<file path="config.mk">
export PLATFORM = sky130hd
export DESIGN_NAME = spi_shift
export DESIGN_NICKNAME = d
export VERILOG_FILES = /design/src/rtl/spi_shift.sv
export SDC_FILE = /design/constraint.sdc
export NUM_CORES = 1
export LEC_CHECK = 0
export CAP_MARGIN = 40
export CORE_MARGIN = 2
export CORE_UTILIZATION = 50
export DETAILED_ROUTE_END_ITERATION = 8
export PLACE_DENSITY_LB_ADDON = 0.05
export SETUP_SLACK_MARGIN = 0.3
export SLEW_MARGIN = 20
export SYNTH_ARGS = -nofsm -noshare
export SYNTH_HDL_FRONTEND = slang
export SYNTH_SLANG_ARGS = --single-unit
</file>
<file path="constraint.sdc">
create_clock -name clk -period 1.8 [get_ports clk]
set_input_delay 0.36 -clock clk [delete_from_list [all_inputs] [get_ports clk]]
set_output_delay 0.36 -clock clk [all_outputs]
set_load 0.05 [all_outputs]
</file>
<file path="src/rtl/spi_shift.sv">
// SPI master shift engine driven by an external sckgen: it sequences chip
// select, shifts tx_data out on MOSI and assembles the word sampled from MISO.
module spi_shift #(
  parameter int WIDTH = 8
) (
  input  logic             clk,
  input  logic             rst,
  input  logic             start,
  input  logic [WIDTH-1:0] tx_data,
  input  logic             cpol,
  input  logic             cpha,
  input  logic             lsb_first,
  input  logic             sck,
  input  logic             sck_rise,
  input  logic             sck_fall,
  output logic             sck_en,
  output logic             spi_sck,
  output logic             spi_mosi,
  input  logic             spi_miso,
  output logic             spi_cs_n,
  output logic             busy,
  output logic             done,
  output logic [WIDTH-1:0] rx_data
);

  localparam int CW = (WIDTH > 1) ? $clog2(WIDTH) : 1;
  localparam logic [CW-1:0] LAST = CW'(WIDTH - 1);

  typedef enum logic [1:0] {IDLE, LEAD, SHIFT, TRAIL} state_t;

  state_t           state_q, state_d;
  logic [WIDTH-1:0] sr_q, sr_d;
  logic [WIDTH-1:0] rx_q, rx_d;
  logic [WIDTH-1:0] sr_shift;
  logic [CW-1:0]    cnt_q, cnt_d;
  logic             cpol_q, cpol_d;
  logic             cpha_q, cpha_d;
  logic             lsb_q, lsb_d;
  logic             miso_q, miso_d;
  logic             sck_en_q, sck_en_d;
  logic             cs_n_q, cs_n_d;
  logic             mosi_q, mosi_d;
  logic             busy_q, busy_d;
  logic             done_q, done_d;
  logic             shift_in, shift_out, cur_bit, first_bit;

  // CPHA=1 samples and shifts on the same edge, so MISO bypasses miso_q there.
  always_comb begin
    shift_in  = cpha_q ? spi_miso : miso_q;
    sr_shift  = lsb_q ? {shift_in, sr_q[WIDTH-1:1]} : {sr_q[WIDTH-2:0], shift_in};
    shift_out = lsb_q ? sr_shift[0] : sr_shift[WIDTH-1];
    cur_bit   = lsb_q ? sr_q[0] : sr_q[WIDTH-1];
    first_bit = lsb_first ? tx_data[0] : tx_data[WIDTH-1];
  end

  always_comb begin
    state_d  = state_q;
    sr_d     = sr_q;
    rx_d     = rx_q;
    cnt_d    = cnt_q;
    cpol_d   = cpol_q;
    cpha_d   = cpha_q;
    lsb_d    = lsb_q;
    miso_d   = miso_q;
    sck_en_d = sck_en_q;
    cs_n_d   = cs_n_q;
    mosi_d   = mosi_q;
    busy_d   = busy_q;
    done_d   = 1'b0;
    case (state_q)
      IDLE: begin
        busy_d = 1'b0;
        cnt_d  = '0;
        // busy_q is still high in the done cycle, which keeps that start out
        if (start && !busy_q) begin
          sr_d    = tx_data;
          cpol_d  = cpol;
          cpha_d  = cpha;
          lsb_d   = lsb_first;
          busy_d  = 1'b1;
          cs_n_d  = 1'b0;
          state_d = LEAD;
          if (!cpha) mosi_d = first_bit;
        end
      end
      LEAD: begin
        sck_en_d = 1'b1;
        state_d  = SHIFT;
      end
      SHIFT: begin
        if (sck_fall) begin
          sr_d  = sr_shift;
          cnt_d = cnt_q + CW'(1);
          if (cnt_q == LAST) begin
            sck_en_d = 1'b0;
            state_d  = TRAIL;
          end else if (!cpha_q) begin
            mosi_d = shift_out;
          end
        end else if (sck_rise) begin
          if (cpha_q) mosi_d = cur_bit;
          else        miso_d = spi_miso;
        end
      end
      TRAIL: begin
        cs_n_d  = 1'b1;
        done_d  = 1'b1;
        rx_d    = sr_q;
        state_d = IDLE;
      end
      default: state_d = IDLE;
    endcase
  end

  always_ff @(posedge clk or negedge rst) begin
    if (!rst) begin
      state_q  <= IDLE;
      sr_q     <= '0;
      rx_q     <= '0;
      cnt_q    <= '0;
      cpol_q   <= 1'b0;
      cpha_q   <= 1'b0;
      lsb_q    <= 1'b0;
      miso_q   <= 1'b0;
      sck_en_q <= 1'b0;
      cs_n_q   <= 1'b1;
      mosi_q   <= 1'b0;
      busy_q   <= 1'b0;
      done_q   <= 1'b0;
    end else begin
      state_q  <= state_d;
      sr_q     <= sr_d;
      rx_q     <= rx_d;
      cnt_q    <= cnt_d;
      cpol_q   <= cpol_d;
      cpha_q   <= cpha_d;
      lsb_q    <= lsb_d;
      miso_q   <= miso_d;
      sck_en_q <= sck_en_d;
      cs_n_q   <= cs_n_d;
      mosi_q   <= mosi_d;
      busy_q   <= busy_d;
      done_q   <= done_d;
    end
  end

  assign sck_en   = sck_en_q;
  assign spi_sck  = (state_q == SHIFT) ? (sck ^ cpol_q) : cpol_q;
  assign spi_mosi = mosi_q;
  assign spi_cs_n = cs_n_q;
  assign busy     = busy_q;
  assign done     = done_q;
  assign rx_data  = rx_q;

endmodule

</file>
== Word level (Yosys, flattened, before mapping) ==
Cells that the tools add are included.

* Bits in read-only memories: 0
* Output and inout bits: 14
* Bits in latches: 0
* Memories: 0
* Logic and storage cells: 73
* Bits in registers: 30
* RAM bits: 0
* Input port bits: 18

* Multipliers: 0
* Magnitude comparators: 0
* Div/mod/pow operators: 0
* Equality and inequality tests: 12
* Add/subtract/negate cells: 1
* Mux-type cells: 30
* Reductions and logical operators: 14
* Shift operators: 0
* Bitwise logic cells: 3

{| class="wikitable"
|+ Operators with widths
! cell !! number
|-
| $mux W8 || 3
|-
| $mux W1 || 17
|-
| $pmux W8 S2 || 1
|-
| $ne A3 B3 Y1 const B || 4
|-
| $reduce_and A3 Y1 || 3
|-
| $ne A2 B2 Y1 const B || 4
|-
| $pmux W2 S4 || 1
|-
| $reduce_and A7 Y1 || 1
|-
| $mux W2 || 3
|-
| $pmux W1 S2 || 3
|-
| $pmux W3 S2 || 1
|-
| $reduce_and A2 Y1 || 3
|-
| $reduce_bool A2 Y1 || 3
|-
| $eq A2 B2 Y1 const B || 2
|-
| $reduce_and A4 Y1 || 1
|-
| $add A3 B1 Y3 const B || 1
|-
| $eq A3 B3 Y1 const B || 1
|-
| $mux W3 || 1
|-
| $eq A2 B1 Y1 const B || 1
|-
| $logic_not A2 Y1 || 1
|-
| $not A1 Y1 || 2
|-
| $logic_and A1 B1 Y1 || 1
|-
| $logic_not A1 Y1 || 1
|-
| $xor A1 B1 Y1 || 1
|}

== Longest topological paths before layout ==
Gate-level depths: netlist (run 1).

* Word-level depth: 7
* Mapped depth: 7
* Mapped depth without buffers: 5

== Worst setup path after synthesis (run 1) ==
No wires, ideal clock.

* Path type: reg-to-output
* From: register state_q[0]
* To: output spi_sck
* Cell stages (with the launch flop): 7
* Data arrival time: 1,968 ps
* Path slack: -528 ps
* Data required time: 1,440 ps
* Buffers on the path: 2
* Cell sequence: dfrtp_1 -> inv_1 -> ha_1 -> buf_2 -> buf_2 -> nand2_1 -> xnor2_1

* Word-level cells in the longest chain between the ends: 2

{| class="wikitable"
|+ RTL lines
! what !! line !! text
|-
| start: declaration || 31 || <nowiki>state_t state_q, state_d;</nowiki>
|-
| start signal: assignment || 131 || <nowiki>state_q <= state_d;</nowiki>
|-
| $eq A2 B2 Y1 || 148 || <nowiki>assign spi_sck = (state_q == SHIFT) ? (sck ^ cpol_q) : cpol_q;</nowiki>
|-
| $mux W1 || 148 ||
|-
| end: declaration || 17 || <nowiki>output logic spi_sck,</nowiki>
|}

Every way passes these cells.

== Final worst setup path (run 1) ==
Same ends and word-level chain as after synthesis.

==> flow_metrics.py, run 1 <==
metrics = {
    "synth": {
        "synthesis.area_sq_um": 1564,
        "synth_top_flop_cell": "dfrtp_1",
        "synth_top_cell_area_share_pct": 46.40,
        "synth_warnings": 0,
        "synth-seq-cells": 30,
        "syn-num-nets": 157,
        "avgSynthCellArea_sq_um": 11.76,
        "yosysUniqueCellTypes": 29,
        "synth_edf_count": 0,
        "synthTopCellsByArea": "dfrtp_1 46%, mux2_2 17%, mux2i_1 7.0%, ha_1 4.8%, a21oi_1 2.9%",
        "netlist_instances": 133,
        "yosysSeqAreaShare_pct": 48.08,
        "synth_largest_area_cell": "dfrtp_1",
        "ys_async_sr_fraction_pct": 100.0,
    },
    "pwr": {
        "switching_share_pct": 42.82,
        "seq_power_share_pct": 25.5,
        "powerDensity_nw_per_um2": 2237,
        "internal_power_uw": 3022,
        "pwr-share-comb_pct": 66.3,
        "ir_drop_v": 0.001282,
        "p_switching_uw": 2263,
        "p_leak_uw": 0.001068,
        "clkPwrFrac_pct": 8.3,
    },
    "critical_path": {
        "critPathMaxFanout": 2,
        "critPathKind": "reg -> out",
        "crit_required_ns": 1.44,
        "cp-start-kind": "flip-flop",
        "worst_ep_arrival_time_ns": 1.45,
        "crit_path_end_kind": "output pin",
    },
    "clock_tree": {
        "cts_tree": "yes",
        "cts_sinks": 30,
        "cts_buffers": 5,
        "htree_levels": 2,
        "clk_transition_reported_paths_ns": 0.10,
        "root_buffer": "clkbuf_4",
        "clock_latency_ns": 0.34,
        "cts_buffer_depth": 2,
        "postCtsHoldBufs": 0,
    },
    "finish": {
        "drive_gt1_share_pct": 48.17,
        "area_growth_pct": 51.04,
        "multi_input_area_sq_um": 927.1,
        "num-fill-cells": 199,
        "seqCellArea_sq_um": 753.2,
        "antennaDiodeCount": 0,
        "post-route-util_pct": 78.67,
        "postLayoutCellArea_sq_um": 2362,
        "layout.cells.non_filler": 224,
        "num-nets-final": 214,
    },
    "status": {
        "status": "complete, but fails checks",
        "violations": "negative setup slack",
    },
    "placed_design": {
        "place_area_sq_um": 2008,
        "gp_congestion": 0.7804,
        "dpl_worst_slack_ns": -0.07879,
        "placed_cells": 199,
        "port_buffers": 31,
        "hpwlAfterDp_um": 2273,
    },
    "global_routing": {
        "track_usage_pct": 22.55,
        "grt_max_degree": 31,
        "grt_pass1_wl_um": 5858,
        "grt_pass1_vias": 1267,
        "grt-ovfl-total": 0,
        "antenna_found_initial": 0,
    },
    "drt": {
        "firstDrtPassIters": 4,
        "num_vias": 1268,
        "drcViolationCount": 0,
        "wirelength_um": 4053,
        "dr.first_iter.drc_count": 65,
        "viasPerCell": 5.661,
        "routedWlPerCell_um": 18.09,
        "drtAntennaViolNets": 0,
    },
    "timing": {
        "rsz0062_at_grt": "true",
        "fin_crit_sh_pct": 100.8,
        "setup_viol": 1,
        "skew_ns": 0.009881,
        "hold_viol": 0,
        "max_freq_mhz": 551.2,
        "fin_crit_ns": 1.814,
        "slew_viol_final": 0,
        "relSlewSlack_pct": 73.48,
        "tightest_slew_ns": 0.3969,
        "setup_ws_ns": -0.01435,
        "whs_ns": 0.4016,
    },
    "die": {
        "initial_core_util_pct": 52.08,
        "rows": 20,
        "fp.dieH_um": 59.93,
        "coreArea_sq_um": 3003,
        "dieArea_sq_um": 3592,
        "ios": 32,
        "die_w_um": 59.93,
    },
    "flow_run": {
        "drv_cap": 0,
    },
    "worst_hold_path": {
        "hold_class": "in -> async",
    },
}
-- layout by cell type (no fill, tap or decap), drive strengths merged --
cell type,n
nand3,1
clkbuf,7
xnor2,2
a222oi,1
and3b,2
a2bb2oi,2
nand2b,2
nor2b,2
a22o,1
nand2,6
ha,6
clkdlybuf4s50,17
nor2,9
o21ai,4
o211ai,2
dfstp,1
or2,1
clkinv,1
nor3b,1
mux2i,11
inv,5
and2,1
bufbuf,1
o32ai,1
a21oi,10
nor4bb,1
buf,38
dfrtp,29
a221oi,2
clkinvlp,1
mux2,23
-- per-layer routing --
layer	vias to the layer above	GRT usage, %	routed length, um
met1	626	26.20	1700
li1	591	-	-
met2	40	38.35	2057
met5	-	0	0
met4	0	12.70	97
met3	11	4.545	197
-- cell type report --
| cell class | count | area share (%) |
|---|---|---|
| clock buffers | 7 | 2.331 |
| clock inverters | 1 | 0.2119 |
| inverters | 6 | 1.218 |
| multi-input cells | 91 | 39.25 |
| flip-flops and latches | 30 | 31.89 |
| well taps | 33 | 1.748 |
| repair buffers | 56 | 23.36 |
-- worst max-delay path, cell delays in order, from the launching register on --
cell and delay [ns]:
dfrtp_1 0.41, inv_2 0.09, ha_4 0.14, buf_6 0.11
nand2_4 0.06, xnor2_4 0.15, buf_12 0.15
-- what timing repair did --
action	in CTS	in global routing
gates resized for setup	19	10
cloned	1	0
endpoints found under the setup margin	15	28
pin swaps	7	2
setup buffers	14	2
-- kinds of logic after synthesis --
group | count (synthesis) | synth area share (%)
AO/OA/AOI/OAI | 23 | 10.16
XOR/XNOR | 2 | 1.120
adder cells (fa/ha/maj) | 6 | 4.800
buffers and inverters | 12 | 3.680
flip-flops | 30 | 48.08
multiplexers | 34 | 23.60
AND/OR/NAND/NOR | 26 | 8.560
-- synthesized netlist by cell type, drive strengths merged (2+ instances only) --
master and instances:
dfrtp 29, nand2b 2, a2bb2oi 2, buf 5, ha 6, nand2 6, o211ai 2, and3b 2
nor2 9, xnor2 2, a221oi 2, mux2i 11, a21oi 10, o21ai 4, nor2b 2, inv 6
mux2 23
-- path summary, 6_finish.rpt --
| path | start | to | slack (ns) | depth (start not counted) |
|---|---|---|---|---|
| max in group asynchronous | rst | spi_cs_n$_DFFE_PN1P_ | 1.08 | 2 |
| hold / removal | rst | sr_q[7]$_DFFE_PN0P_ | 0.40 | 2 |
| min in group clk | rx_data[5]$_DFFE_PN0P_ | rx_data[5]$_DFFE_PN0P_ | 0.52 | 1 |
| hold reg to reg | rx_data[5]$_DFFE_PN0P_ | rx_data[5]$_DFFE_PN0P_ | 0.52 | 1 |
| setup reg to reg | state_q[0]$_DFFE_PN0P_ | spi_mosi$_DFFE_PN0P_ | 0.06 | 7 |
| setup / recovery | state_q[0]$_DFFE_PN0P_ | spi_sck | -0.01 | 6 |
-- power by group through the flow --
stage | registers, uW | clock network [uW] | logic (uW)
4_1_cts | 1320 | 434 | 3260
3_5_place_dp | 1340 | 0 | 2690
2_1_floorplan | 1780 | 0 | 1500
3_3_place_gp | 1330 | 0 | 2650
5_1_grt | 1390 | 465 | 3690
6_report | 1350 | 436 | 3500
-- state kept, by name, indices dropped and copies added, names as in the netlist --
name	count
sck_en	1
state_q	2
busy	1
cpha_q	1
cnt_q	3
miso_q	1
spi_mosi	1
cpol_q	1
sr_q	8
spi_cs_n	1
done	1
rx_data	8
lsb_q	1
-- per-stage QoR --
step           power [uW]  setup TNS, ns
6_report             5285       -0.01435
3_3_place_gp         3971              0
5_1_grt              5545       -0.08979
4_1_cts              5018              0
3_5_place_dp         4032       -0.07879
2_1_floorplan        3277              0
Note: power is estimated with default switching activity, not from simulation.
==> run 2, diff against run 1 <==
CELL_PAD_IN_SITES_DETAIL_PLACEMENT = 1   (was not set)
CELL_PAD_IN_SITES_GLOBAL_PLACEMENT = 1   (was not set)
CORE_ASPECT_RATIO = 1.5   (was not set)
CORE_UTILIZATION = 40   (was 50)
GPL_TIMING_DRIVEN = 1   (was not set)
==> run 2 against run 1 <==
Effect of this change:
- the flow now finishes without violations
- non-clock buffer count is 4 lower
- first-iteration DRC count is 66% lower
- final area is 2.0% lower
- via count is 2.7% lower
- sequential share of layout area is 0.71 points higher
==> flow_metrics.py, run 2 (synthesis results as in run 1) <==
metrics = {
    "timing": {
        "max_freq_mhz": 576.5,
        "setup_viol": 0,
        "skew_ns": 0.004628,
        "slew_viol_final": 0,
        "relSlewSlack_pct": 73.60,
        "whs_ns": 0.4719,
        "tightest_slew_ns": 0.3960,
        "fin_crit_ns": 1.735,
        "rsz0062_at_grt": "true",
        "setup_ws_ns": 0.06534,
        "hold_viol": 0,
        "fin_crit_sh_pct": 96.37,
    },
    "clock_tree": {
        "cts_buffer_depth": 2,
        "cts_tree": "yes",
        "htree_levels": 2,
        "clk_transition_reported_paths_ns": 0.06,
        "cts_buffers": 5,
        "postCtsHoldBufs": 0,
        "root_buffer": "clkbuf_8",
        "clock_latency_ns": 0.29,
        "cts_sinks": 30,
    },
    "placed_design": {
        "port_buffers": 31,
        "hpwlAfterDp_um": 2993,
        "gp_congestion": 0.8127,
        "place_area_sq_um": 2051,
        "dpl_worst_slack_ns": -0.009056,
    },
    "drt": {
        "drcViolationCount": 0,
        "drtAntennaViolNets": 0,
        "num_vias": 1234,
        "firstDrtPassIters": 4,
        "routedWlPerCell_um": 18.45,
        "dr.first_iter.drc_count": 22,
        "met3WireLength_um": 149,
        "viasPerCell": 5.365,
        "wirelength_um": 4244,
        "met1_length_um": 1511,
        "wl_met2_um": 2452,
        "highest_layer": "met4",
    },
    "finish": {
        "num-fill-cells": 397,
        "antennaDiodeCount": 0,
        "most-common-layout-cells": "28 x buf_4, 27 x dfrtp_1, 17 x mux2_2",
        "num-nets-final": 210,
        "postLayoutCellArea_sq_um": 2315,
        "layout_commonest_cell": "buf_4",
        "area_growth_pct": 48.00,
        "drive_gt1_share_pct": 45.45,
        "multi_input_area_sq_um": 905.9,
        "post-route-util_pct": 62.29,
        "seqCellArea_sq_um": 754.5,
    },
    "die": {
        "ios": 32,
        "initial_core_util_pct": 42.09,
        "dieArea_sq_um": 4437,
        "die_w_um": 55.06,
        "fp.dieH_um": 80.59,
        "rows": 27,
        "coreArea_sq_um": 3716,
    },
    "critical_path": {
        "crit_family": "flip-flops",
        "crit_buf_inv": 2,
        "crit_required_ns": 1.44,
        "cp-start-kind": "flip-flop",
        "crit_path_end_kind": "output pin",
        "crit_slowest_cell": "dfrtp_2",
        "critPathMaxFanout": 3,
        "worstPathCellList": "ha_4 > buf_6 > nand2_4 > xnor2_4 > buf_12",
        "worst_ep_arrival_time_ns": 1.37,
        "critPathMaxStageDelay_ns": 0.44,
        "critPathKind": "reg -> out",
    },
    "pwr": {
        "seq_power_share_pct": 26.5,
        "powerDensity_nw_per_um2": 2218,
        "p_switching_uw": 2189,
        "power_uw": 5134,
        "clkPwrFrac_pct": 11.0,
        "ir_drop_v": 0.001528,
        "p_leak_uw": 0.001047,
        "internal_power_uw": 2945,
        "switching_share_pct": 42.63,
        "pwr-share-comb_pct": 62.5,
    },
    "global_routing": {
        "grt-ovfl-total": 0,
        "grt_pass1_wl_um": 6582,
        "grt_max_degree": 31,
        "track_usage_pct": 21.45,
        "antenna_found_initial": 0,
        "grt_pass1_vias": 1371,
    },
    "flow_run": {
        "drv_cap": 0,
    },
    "status": {
        "status": "finished, final reports clean",
    },
    "worst_hold_path": {
        "hold_class": "in -> async",
    },
}
==> run 2: cell types whose count changed in the layout (fill, tap and decap cells not counted), sizes merged <==
cell           before  now
dlymetal6s2s        0    1
clkinv              1    0
clkinvlp            1    0
buf                38   35
bufbuf              1    0
inv                 5    6
clkdlybuf4s50      17   16
clkbuf              7    8
==> run 2: worst paths after layout <==
check                                            start                     end  slack (ns)  cells after the start
worst min-delay path                               rst      miso_q$_DFFE_PN0P_        0.47                      2
min in group clk                rx_data[6]$_DFFE_PN0P_  rx_data[6]$_DFFE_PN0P_        0.51                      1
max in group asynchronous                          rst    spi_cs_n$_DFFE_PN1P_        1.00                      2
worst max-delay path            state_q[1]$_DFFE_PN0P_                 spi_sck        0.07                      5
worst max register to register  state_q[1]$_DFFE_PN0P_     sr_q[3]$_DFFE_PN0P_        0.12                      6
worst min register to register  rx_data[6]$_DFFE_PN0P_  rx_data[6]$_DFFE_PN0P_        0.51                      1
==> run 2: area by class of cell <==
type,instances,area share (%)
Clock buffer,8,3.892
Inverter,6,0.9730
Multi-Input combinational cell,91,39.14
Sequential cell,30,32.59
Tap cell,43,2.324
Timing Repair Buffer,52,21.08
==> run 2: per-layer routing <==
layer	track usage, %	up-vias
li1	-	580
met1	21.17	604
met2	38.93	36
met3	5.390	14
met4	10.73	0
met5	0	-
==> run 2: power by group through the flow <==
stage               logic, uW  clock network [uW]  registers (uW)
finish                   3210                 565            1360
global route             3410                 607            1410
CTS                      3170                 584            1350
detailed placement       2850                   0            1370
global placement         2770                   0            1350
floorplan                1500                   0            1780
==> run 2: through the flow <==
step	instances	TNS, ns
2_1_floorplan	133	0
3_3_place_gp	213	0
3_5_place_dp	213	-0.009056
4_1_cts	228	0
5_1_grt	230	0
6_report	230	0
==> run 2: repair_timing <==
| action | in CTS | in global routing |
|---|---|---|
| endpoints found under the setup margin | 15 | 24 |
| gates resized for setup | 15 | 7 |
| buffers inserted | 7 | 2 |
| pin swaps | 4 | 4 |
==> run 3, diff against run 2 <==
GPL_ROUTABILITY_DRIVEN = 0   (was not set)
==> results of run 3 <==
Final layout, timing and power as in run 2 (identical DEF).
